[src/rtl/srt_div_arbiter_pkg.sv]
// Shared types and FP32 constants for the two-port SRT divider arbiter.
package srt_div_pkg;

  typedef enum logic [2:0] {
    ST_IDLE,
    ST_LOAD,
    ST_ITER,
    ST_BYPASS,
    ST_RESP
  } state_e;

  localparam int N_ITER_DEF = 13;

  localparam logic [31:0] FP_NAN      = 32'h7FC0_0000;
  localparam logic [31:0] FP_POS_INF  = 32'h7F80_0000;
  localparam logic [31:0] FP_NEG_INF  = 32'hFF80_0000;
  localparam logic [31:0] FP_POS_ZERO = 32'h0000_0000;
  localparam logic [31:0] FP_NEG_ZERO = 32'h8000_0000;

  function automatic logic [31:0] signed_inf(input logic sign);
    return sign ? FP_NEG_INF : FP_POS_INF;
  endfunction

  function automatic logic [31:0] signed_zero(input logic sign);
    return sign ? FP_NEG_ZERO : FP_POS_ZERO;
  endfunction

endpackage

[src/rtl/srt_div_arbiter_if.sv]
// Requester, response and divider-core signals of the divider arbiter.
interface srt_div_arbiter_if #(
  parameter int TAG_W = 2
);
  logic             in0_valid;
  logic             in0_ready;
  logic [31:0]      in0_dividend;
  logic [31:0]      in0_divisor;
  logic [TAG_W-1:0] in0_tag;
  logic             in1_valid;
  logic             in1_ready;
  logic [31:0]      in1_dividend;
  logic [31:0]      in1_divisor;
  logic [TAG_W-1:0] in1_tag;
  logic             core_load;
  logic             core_iter_en;
  logic [31:0]      core_dividend;
  logic [31:0]      core_divisor;
  logic [31:0]      core_quotient;
  logic             resp_valid;
  logic             resp_ready;
  logic [31:0]      resp_quotient;
  logic             resp_port;
  logic [TAG_W-1:0] resp_tag;

  // Environment side: requesters, response consumer and the shared core.
  modport master (
    output in0_valid, in0_dividend, in0_divisor, in0_tag,
    output in1_valid, in1_dividend, in1_divisor, in1_tag,
    input  in0_ready, in1_ready,
    input  core_load, core_iter_en, core_dividend, core_divisor,
    output core_quotient,
    input  resp_valid, resp_quotient, resp_port, resp_tag,
    output resp_ready
  );

  // Arbiter side.
  modport slave (
    input  in0_valid, in0_dividend, in0_divisor, in0_tag,
    input  in1_valid, in1_dividend, in1_divisor, in1_tag,
    output in0_ready, in1_ready,
    output core_load, core_iter_en, core_dividend, core_divisor,
    input  core_quotient,
    output resp_valid, resp_quotient, resp_port, resp_tag,
    input  resp_ready
  );
endinterface

[src/rtl/srt_div_arbiter_special.sv]
// Combinational FP32 special-case classifier: flags operand pairs whose
// quotient is fixed (NaN, infinity, zero) and produces that quotient.
module srt_div_special
  import srt_div_pkg::*;
(
  input  logic [31:0] dividend,
  input  logic [31:0] divisor,
  output logic        special,
  output logic [31:0] result
);
  logic a_exp_max, b_exp_max, a_man_zero, b_man_zero;
  logic a_zero, a_inf, a_nan, b_zero, b_inf, b_nan, sign;

  assign a_exp_max  = &dividend[30:23];
  assign b_exp_max  = &divisor[30:23];
  assign a_man_zero = ~|dividend[22:0];
  assign b_man_zero = ~|divisor[22:0];
  assign a_zero     = ~|dividend[30:0];
  assign b_zero     = ~|divisor[30:0];
  assign a_inf      = a_exp_max && a_man_zero;
  assign b_inf      = b_exp_max && b_man_zero;
  assign a_nan      = a_exp_max && !a_man_zero;
  assign b_nan      = b_exp_max && !b_man_zero;
  assign sign       = dividend[31] ^ divisor[31];

  // Priority decode: invalid operations first, then infinities, then zeros.
  always_comb begin
    special = 1'b1;
    result  = FP_NAN;
    if (a_nan || b_nan || (a_zero && b_zero) || (a_inf && b_inf)) begin
      result = FP_NAN;
    end else if (b_zero || a_inf) begin
      result = signed_inf(sign);
    end else if (a_zero || b_inf) begin
      result = signed_zero(sign);
    end else begin
      special = 1'b0;
    end
  end
endmodule

[src/rtl/srt_div_arbiter.sv]
// Two-requester round-robin front end for a shared radix-4 SRT divider core.
// Special operands bypass the core; one operation is in flight at a time.
module srt_div_arbiter
  import srt_div_pkg::*;
#(
  parameter int N_ITER = N_ITER_DEF,
  parameter int TAG_W  = 2
) (
  input  logic             clk,
  input  logic             rst,
  srt_div_arbiter_if.slave bus
);
  localparam logic [3:0] LAST_ITER = 4'(N_ITER - 1);

  state_e           state_q, state_d;
  logic             ptr_q, ptr_d;
  logic [3:0]       cnt_q, cnt_d;
  logic [31:0]      dividend_q, dividend_d;
  logic [31:0]      divisor_q, divisor_d;
  logic [31:0]      quot_q, quot_d;
  logic [TAG_W-1:0] tag_q, tag_d;
  logic             port_q, port_d;

  logic        grant, idle, accept;
  logic [31:0] cls_dividend, cls_divisor, special_result;
  logic        special;
  logic        core_load, core_iter_en, resp_valid;

  // A lone requester wins outright; contention is settled by the pointer.
  always_comb begin
    grant = ptr_q;
    if (bus.in0_valid && !bus.in1_valid) begin
      grant = 1'b0;
    end else if (!bus.in0_valid && bus.in1_valid) begin
      grant = 1'b1;
    end
  end

  assign idle          = rst && (state_q == ST_IDLE);
  assign bus.in0_ready = idle && !grant;
  assign bus.in1_ready = idle && grant;
  assign accept        = (bus.in0_ready && bus.in0_valid) || (bus.in1_ready && bus.in1_valid);

  // The classifier sees the incoming operands while idle (to pick the path)
  // and the latched operands afterwards (to produce the bypass result).
  always_comb begin
    cls_dividend = dividend_q;
    cls_divisor  = divisor_q;
    if (state_q == ST_IDLE) begin
      cls_dividend = grant ? bus.in1_dividend : bus.in0_dividend;
      cls_divisor  = grant ? bus.in1_divisor  : bus.in0_divisor;
    end
  end

  srt_div_special u_special (
    .dividend (cls_dividend),
    .divisor  (cls_divisor),
    .special  (special),
    .result   (special_result)
  );

  // Next-state and output decode for the operation sequencer.
  always_comb begin
    state_d      = state_q;
    ptr_d        = ptr_q;
    cnt_d        = cnt_q;
    dividend_d   = dividend_q;
    divisor_d    = divisor_q;
    quot_d       = quot_q;
    tag_d        = tag_q;
    port_d       = port_q;
    core_load    = 1'b0;
    core_iter_en = 1'b0;
    resp_valid   = 1'b0;
    case (state_q)
      ST_IDLE: begin
        if (accept) begin
          dividend_d = cls_dividend;
          divisor_d  = cls_divisor;
          tag_d      = grant ? bus.in1_tag : bus.in0_tag;
          port_d     = grant;
          ptr_d      = !grant;
          state_d    = special ? ST_BYPASS : ST_LOAD;
        end
      end
      ST_LOAD: begin
        core_load = 1'b1;
        cnt_d     = '0;
        state_d   = ST_ITER;
      end
      ST_ITER: begin
        core_iter_en = 1'b1;
        cnt_d        = cnt_q + 4'd1;
        if (cnt_q == LAST_ITER) begin
          quot_d  = bus.core_quotient;
          state_d = ST_RESP;
        end
      end
      ST_BYPASS: begin
        quot_d  = special_result;
        state_d = ST_RESP;
      end
      ST_RESP: begin
        resp_valid = 1'b1;
        if (bus.resp_ready) begin
          state_d = ST_IDLE;
        end
      end
      default: state_d = ST_IDLE;
    endcase
  end

  // State and datapath registers; reset abandons any operation in flight.
  always_ff @(posedge clk or negedge rst) begin
    if (!rst) begin
      state_q    <= ST_IDLE;
      ptr_q      <= 1'b0;
      cnt_q      <= '0;
      dividend_q <= '0;
      divisor_q  <= '0;
      quot_q     <= '0;
      tag_q      <= '0;
      port_q     <= 1'b0;
    end else begin
      state_q    <= state_d;
      ptr_q      <= ptr_d;
      cnt_q      <= cnt_d;
      dividend_q <= dividend_d;
      divisor_q  <= divisor_d;
      quot_q     <= quot_d;
      tag_q      <= tag_d;
      port_q     <= port_d;
    end
  end

  assign bus.core_load     = core_load;
  assign bus.core_iter_en  = core_iter_en;
  assign bus.core_dividend = dividend_q;
  assign bus.core_divisor  = divisor_q;
  assign bus.resp_valid    = resp_valid;
  assign bus.resp_quotient = quot_q;
  assign bus.resp_port     = port_q;
  assign bus.resp_tag      = tag_q;
endmodule

[src/flat_wrapper.sv]
// flat-port wrapper written by rule: the top's interface ports become plain ports
module srt_div_arbiter_flat import srt_div_pkg::*;
#(
  parameter int N_ITER = N_ITER_DEF,
  parameter int TAG_W  = 2
)
  (clk, rst, bus_in0_valid, bus_in0_dividend, bus_in0_divisor, bus_in0_tag, bus_in1_valid, bus_in1_dividend, bus_in1_divisor, bus_in1_tag, bus_in0_ready, bus_in1_ready, bus_core_load, bus_core_iter_en, bus_core_dividend, bus_core_divisor, bus_core_quotient, bus_resp_valid, bus_resp_quotient, bus_resp_port, bus_resp_tag, bus_resp_ready);
  srt_div_arbiter_if #(.TAG_W(TAG_W)) bus_i ();
  input  logic clk;
  input  logic rst;
  input wire logic [$bits(bus_i.in0_valid)-1:0] bus_in0_valid;
  input wire logic [$bits(bus_i.in0_dividend)-1:0] bus_in0_dividend;
  input wire logic [$bits(bus_i.in0_divisor)-1:0] bus_in0_divisor;
  input wire logic [$bits(bus_i.in0_tag)-1:0] bus_in0_tag;
  input wire logic [$bits(bus_i.in1_valid)-1:0] bus_in1_valid;
  input wire logic [$bits(bus_i.in1_dividend)-1:0] bus_in1_dividend;
  input wire logic [$bits(bus_i.in1_divisor)-1:0] bus_in1_divisor;
  input wire logic [$bits(bus_i.in1_tag)-1:0] bus_in1_tag;
  output wire logic [$bits(bus_i.in0_ready)-1:0] bus_in0_ready;
  output wire logic [$bits(bus_i.in1_ready)-1:0] bus_in1_ready;
  output wire logic [$bits(bus_i.core_load)-1:0] bus_core_load;
  output wire logic [$bits(bus_i.core_iter_en)-1:0] bus_core_iter_en;
  output wire logic [$bits(bus_i.core_dividend)-1:0] bus_core_dividend;
  output wire logic [$bits(bus_i.core_divisor)-1:0] bus_core_divisor;
  input wire logic [$bits(bus_i.core_quotient)-1:0] bus_core_quotient;
  output wire logic [$bits(bus_i.resp_valid)-1:0] bus_resp_valid;
  output wire logic [$bits(bus_i.resp_quotient)-1:0] bus_resp_quotient;
  output wire logic [$bits(bus_i.resp_port)-1:0] bus_resp_port;
  output wire logic [$bits(bus_i.resp_tag)-1:0] bus_resp_tag;
  input wire logic [$bits(bus_i.resp_ready)-1:0] bus_resp_ready;
  assign bus_i.in0_valid = bus_in0_valid;
  assign bus_i.in0_dividend = bus_in0_dividend;
  assign bus_i.in0_divisor = bus_in0_divisor;
  assign bus_i.in0_tag = bus_in0_tag;
  assign bus_i.in1_valid = bus_in1_valid;
  assign bus_i.in1_dividend = bus_in1_dividend;
  assign bus_i.in1_divisor = bus_in1_divisor;
  assign bus_i.in1_tag = bus_in1_tag;
  assign bus_in0_ready = bus_i.in0_ready;
  assign bus_in1_ready = bus_i.in1_ready;
  assign bus_core_load = bus_i.core_load;
  assign bus_core_iter_en = bus_i.core_iter_en;
  assign bus_core_dividend = bus_i.core_dividend;
  assign bus_core_divisor = bus_i.core_divisor;
  assign bus_i.core_quotient = bus_core_quotient;
  assign bus_resp_valid = bus_i.resp_valid;
  assign bus_resp_quotient = bus_i.resp_quotient;
  assign bus_resp_port = bus_i.resp_port;
  assign bus_resp_tag = bus_i.resp_tag;
  assign bus_i.resp_ready = bus_resp_ready;
  srt_div_arbiter #(.N_ITER(N_ITER), .TAG_W(TAG_W)) u_core (.clk(clk), .rst(rst), .bus(bus_i));
endmodule
[config.mk]
export PLATFORM = sky130hd
export DESIGN_NAME = srt_div_arbiter_flat
export DESIGN_NICKNAME = d
export VERILOG_FILES = /design/src/rtl/srt_div_arbiter_pkg.sv /design/src/rtl/srt_div_arbiter_if.sv /design/src/rtl/srt_div_arbiter_special.sv /design/src/rtl/srt_div_arbiter.sv /design/src/flat_wrapper.sv
export SDC_FILE = /design/constraint.sdc
export NUM_CORES = 1
export LEC_CHECK = 0
export ABC_AREA = 1
export CORE_MARGIN = 1
export CORE_UTILIZATION = 40
export DETAILED_ROUTE_END_ITERATION = 6
export GPL_TIMING_DRIVEN = 0
export PLACE_DENSITY = 0.82
export SYNTH_ARGS = -nofsm -noshare
export SYNTH_HDL_FRONTEND = slang
export SYNTH_SLANG_ARGS = --single-unit
[constraint.sdc]
create_clock -name clk -period 3.7 [get_ports clk]
set_input_delay 0.555 -clock clk [delete_from_list [all_inputs] [get_ports clk]]
set_output_delay 0.555 -clock clk [all_outputs]
set_load 0.005 [all_outputs]
After elaboration in Yosys (flattened, before gate mapping). Index checks and enable logic that the tools add are counted. W data, S select, Z words.

Flip-flop bits (word level): 107. Latch bits: 0. Memory bits (writable): 0. ROM bits: 0. Input bits: 169. Output and inout bits: 104. Logic and storage cells: 82. Memories: 0.

$add $sub $neg: 1. Multipliers: 0. Div/mod/pow operators: 0. Order comparisons: 0. Eq/ne operators: 8. Shift operators: 0. Multiplexer cells: 26. Bitwise operators: 1. Reduce and logical (&&, ||, !) cells: 38.

Operators with widths (count): $mux W32 (10); $pmux W32 S2 (1); $reduce_or A31 Y1 (2); $reduce_or A23 Y1 (2); $reduce_and A8 Y1 (2); $pmux W3 S5 (1); $logic_and A1 B1 Y1 (13); $mux W3 (3); $mux W1 (8); $pmux W4 S2 (1); $logic_not A1 Y1 (7); $eq A3 B2 Y1 const B (2); $logic_or A1 B1 Y1 (6); $add A4 B1 Y4 const B (1); $eq A4 B4 Y1 const B (1); $mux W2 (2); $ne A2 B1 Y1 const B (2); $reduce_and A2 Y1 (2); $reduce_bool A2 Y1 (2); $eq A3 B1 Y1 const B (1); $eq A3 B3 Y1 const B (1); $logic_not A3 Y1 (1); $reduce_and A3 Y1 (1); $ne A2 B2 Y1 const B (1); $xor A1 B1 Y1 (1).

Logic depth before layout (Yosys ltp).
Word-level depth: 16. Mapped depth: 21. Depth with buffers taken out: 20.

Cells and area by module. Synthesis repeated with hierarchy kept, for this count alone.

Cells, all modules: 1014. Area, all modules: 7149.4 um^2.

By module, submodules not included: srt_div_arbiter (instances 1, cells each 883, area each 6496.2 um^2, sequential area each 2677.6 um^2); srt_div_special (instances 1, cells each 131, area each 653.1 um^2, sequential area each 0.0 um^2).

Worst setup path after synthesis. Ideal clock, no wire load.

Kind: in2reg. Start point: input port bus_in1_valid. End point: register u_core.divisor_q[10], in the netlist u_core.bus.core_divisor[10]. Library setup time: 0.130 ns. Arrival: 2.139 ns. Data required time: 3.570 ns. Slack: 1.431 ns. Cell stages on the path: 14. Buffers on the path: 4. Cell sequence: nand2_1 > nand2_2 > nand2_2 > buf_6 > buf_2 > inv_1 > nor2_1 > nand2_1 > nand2_2 > inv_2 > buf_2 > buf_2 > nand2_1 > o21ai_0.

Longest elaborated chain between the ends: 8. Elaborated cells between the ends (all ways): 14. Classes of those cells: mux: 4; reduce/logical: 10.

RTL lines: from (decl) (RTL line flat_wrapper.sv:15) `input wire logic [$bits(bus_i.in1_valid)-1:0] bus_in1_valid;`; $logic_and A1 B1 Y1 / $logic_not A1 Y1 (equally long branches) (RTL line srt_div_arbiter.sv:34, srt_div_arbiter.sv:32); $mux W1 / $logic_and A1 B1 Y1 (equally long branches) (RTL line srt_div_arbiter.sv:34, srt_div_arbiter.sv:32); $mux W1 (*) (RTL line srt_div_arbiter.sv:32) `if (bus.in0_valid && !bus.in1_valid) begin`; $logic_not A1 Y1 (*) (RTL line srt_div_arbiter.sv:40) `assign bus.in0_ready = idle && !grant;`; $logic_and A1 B1 Y1 (*) (RTL line srt_div_arbiter.sv:40); net bus_in0_ready (RTL line flat_wrapper.sv:19) `output wire logic [$bits(bus_i.in0_ready)-1:0] bus_in0_ready;`; $logic_and A1 B1 Y1 (*) (RTL line srt_div_arbiter.sv:42) `assign accept = (bus.in0_ready && bus.in0_valid) || (bus.in1_ready && bus.in1_valid);`; $logic_or A1 B1 Y1 (*) (RTL line srt_div_arbiter.sv:42); $reduce_and A2 Y1 (no source line) (*); to (signal assigned) (RTL line srt_div_arbiter.sv:129) `divisor_q <= divisor_d;`; to (decl) (RTL line srt_div_arbiter.sv:19) `logic [31:0] divisor_q, divisor_d;`.

Mark *: on every way through the listed nets, which the timed path passes. The rest lies on a longest branch. A chain may end at the register's enable or synchronous reset.

Final worst setup path.
Start point: input port bus_in1_valid. End point: output port bus_in0_ready.

Longest elaborated chain between the ends: 5. Elaborated cells between the ends (all ways): 7. Classes of those cells: mux: 2; reduce/logical: 5.

RTL lines (RTL line): $logic_and A1 B1 Y1 / $logic_not A1 Y1 (equally long branches) (srt_div_arbiter.sv:34, srt_div_arbiter.sv:32); $mux W1 / $logic_and A1 B1 Y1 (equally long branches) (srt_div_arbiter.sv:34, srt_div_arbiter.sv:32); $mux W1 (*) (srt_div_arbiter.sv:32); $logic_not A1 Y1 (*) (srt_div_arbiter.sv:40); $logic_and A1 B1 Y1 (*) (srt_div_arbiter.sv:40); to (decl) (flat_wrapper.sv:19).

Mark *: on every way between the ends. The rest lies on a longest branch, timed or not.

==> impl_metrics.toml <==
[sta]
min_period_ps = 3420
clock_skew_ps = 5.19
drv_slew = 0
worst_slew_pin_slew_ps = 569
hold_viol = 0
rsz0062_at_grt = "false"
period_share_pct = 92.3
fmax_mhz = 293
setup_viol = 0
layout_setup_ws_ps = 284
holdWs_ps = 37.9
max_slew_margin_pct = 62.1

[floorplan]
core-area_um2 = 15800
die_w_um = 129
start_util_pct = 40.9
die_area_um2 = 16700
die_h_um = 129
io_pins = 273
std_cell_rows = 46

[clocking]
cts_tree = "done"
clock-sinks = 107
clk-insertion-delay-late_ps = 350
cts_made_buffers = 9
cts-root-buf = "clkbuf_16"
post_cts_resize_count = 0
clockBufferDepth = 2
path_clk_slew_ps = 70
post_cts.repair.setup_buffers = 0
cts_hold_buffers = 0
htree_levels = 3

[pwr]
total_power_mw = 7.48
power_frac_comb_pct = 59.0
power_leakage_nw = 4.58
clkPwrFrac_pct = 12.7
internal_power_mw = 4.24
powerDensity_nw_per_um2 = 765
swShare_pct = 43.3
ir_worst_vdd_uv = 345
p_switching_mw = 3.24
p_seq_share_pct = 28.2

[cells_and_area]
drive_above_1_share_pct = 8.11
fin_area_um2 = 9780
instances_no_fill = 1450
area_delta_synth_final_pct = 51.0
layout.nets = 1400

[critical_path]
cp_max_fo = 10
r2r_start = "u_core.state_q[1]$_DFFE_PN0P_"
cp-start-kind = "input pin"
worst_setup_path_end_kind = "output port"
cp.required_ps = 3140
r2r_cells = 14
r2r_slack_ps = 840
r2r_end = "u_core.bus.resp_quotient[30]$_DFFE_PN0P_"
critPathBufInv = 6
crit_slowest_cell = "clkdlybuf4s50_1"
crit_type = "input pin to output port"
crit_family = "buffers and inverters"
critPathMaxStageDelay_ps = 560
worstPathCellList = "clkdlybuf4s50_1 -> inv_1 -> nand2_2 -> nand2_2 -> buf_6 -> buf_2 -> inv_1 -> nor2_1 -> clkdlybuf4s50_1"
arrival_ps = 2860

[logic_synthesis]
yosys.area.top_type_share_pct = 41.3
synth_nets = 1116
avgSynthCellArea_um2 = 6.85
netlist_area_um2 = 6480
synth_top_cells_by_count = "326 x nand2_1, 161 x nand3_1, 107 x dfrtp_1"
synth_edf_count = 0
synth_most_common_cell = "nand2_1"
synth_top_cell_by_area = "dfrtp_1"
async_reset_ff_share_pct = 100
synth_area_leaders = "dfrtp_1 41%, nand2_1 19%, nand3_1 12%, o21ai_0 6.7%, nor2_1 4.0%"
yosys_warnings = 0
synthFlopType = "dfrtp_1"
synth-seq-cells = 107
ys_types = 30
ys_seq_area_share_pct = 41.3
synthCells = 945

[run]
max-cap-violations = 0

[global_routing]
gr-total-overflow = 0
grt_use_total_pct = 30.1
grt_first_pass_wirelength_mm = 38.0
use_met3_pct = 4.91
grt_pass1_vias = 7052
grt_util_met1_pct = 39.8
busiest_layer = "met2"
grt_max_degree = 90
use_met2_pct = 48.0
antenna_found_initial = 1

[placed_design]
place_area_um2 = 9500
dp_cells = 1434
hpwl_mm = 18.9
place_ws_ps = 237
port_buffers = 272
routabilityCongestion = 0.912

[status]
outcome = "finished, final reports clean"

[routing]
routed_wl_mm = 24.8
vias = 7627
route.detailed.drc = 0
drtIter0Drc = 611
via_per_inst = 5.26
ant_nets = 0
wire_per_inst_um = 17.1
dr.pass1.iters = 5

[min_path]
min_path_type = "input pin to asynchronous set/reset pin"
==> worst max path at each step <==
stage	from	endpoint	depth (start not counted)
6_report	bus_in1_valid	bus_in0_ready	9
2_1_floorplan	bus_in1_valid	u_core.bus.core_divisor[10]$_DFFE_PN0P_	14
3_3_place_gp	rst	u_core.bus.core_divisor[17]$_DFFE_PN0P_	10
5_1_grt	bus_in1_valid	bus_in0_ready	9
4_1_cts	bus_in1_valid	bus_in0_ready	9
3_5_place_dp	bus_in1_valid	u_core.bus.core_divisor[12]$_DFFE_PN0P_	15
==> cell type report <==
class                   instances  area, um^2
multi-input cells             727        3280
clock buffers                  14         274
well taps                     216         270
diodes                          1        2.50
fillers                      1433        6040
flip-flops and latches        107        2680
inverters                      56         210
clock inverters                 1        7.51
repair buffers                273        2750
plain buffers                  55         313
==> flip-flops by register name, summed over array words and instances (netlist names) <==
name	count
u_core.bus.core_dividend	32
u_core.bus.core_divisor	32
u_core.bus.resp_quotient	32
u_core.cnt_q	4
u_core.state_q	3
u_core.bus.resp_tag	2
u_core.bus.resp_port	1
u_core.ptr_q	1
==> power groups by stage <==
stage          Clock [mW]  Sequential [mW]  Combinational (mW)
2_1_floorplan           0             2.09                2.25
3_3_place_gp            0             2.10                4.26
3_5_place_dp            0             2.11                4.35
4_1_cts             0.963             2.10                4.37
5_1_grt             0.999             2.18                4.87
6_report            0.952             2.11                4.42
==> through the flow <==
step	setup TNS, ps	util [%]
3_3_place_gp	-444360	59.8
2_1_floorplan	0	-
5_1_grt	0	61.8
3_5_place_dp	0	60.0
6_report	0	61.8
4_1_cts	0	61.8
==> per-layer routing <==
layer | share of wire [%] | vias up | wire (um)
li1 | - | 3622 | -
met1 | 42 | 3599 | 10400
met2 | 47 | 345 | 11600
met3 | 7.3 | 61 | 1810
met4 | 4.1 | 0 | 1020
met5 | 0 | - | 0
==> cell usage in the layout, fill, tap and decap left out, drive strengths merged, types with 2 or more instances in the layout <==
cell / count
nor3: 5
a21oi: 14
nand2: 332
nand4: 2
inv: 55
nand3b: 3
clkdlybuf4s50: 271
ha: 2
nor4: 2
or2: 32
nand3: 161
clkbuf: 31
dfrtp: 107
buf: 40
o21ai: 100
xnor2: 2
nor2: 69
==> worst register-to-register path, delay by kind of cell (launching register included) <==
family          cells  cell delay [ps]
compound gates      3              430
flops               1              440
buf+inv             1              310
simple gates       10             1610
==> cells by family after synthesis <==
logic type / share of synthesized area [%]
fa+ha+maj: 0.386
compound gates: 9.47
xor+xnor: 0.270
simple gates: 40.5
flops: 41.3
buf+inv: 8.07
(Power assumes the default switching activity.)
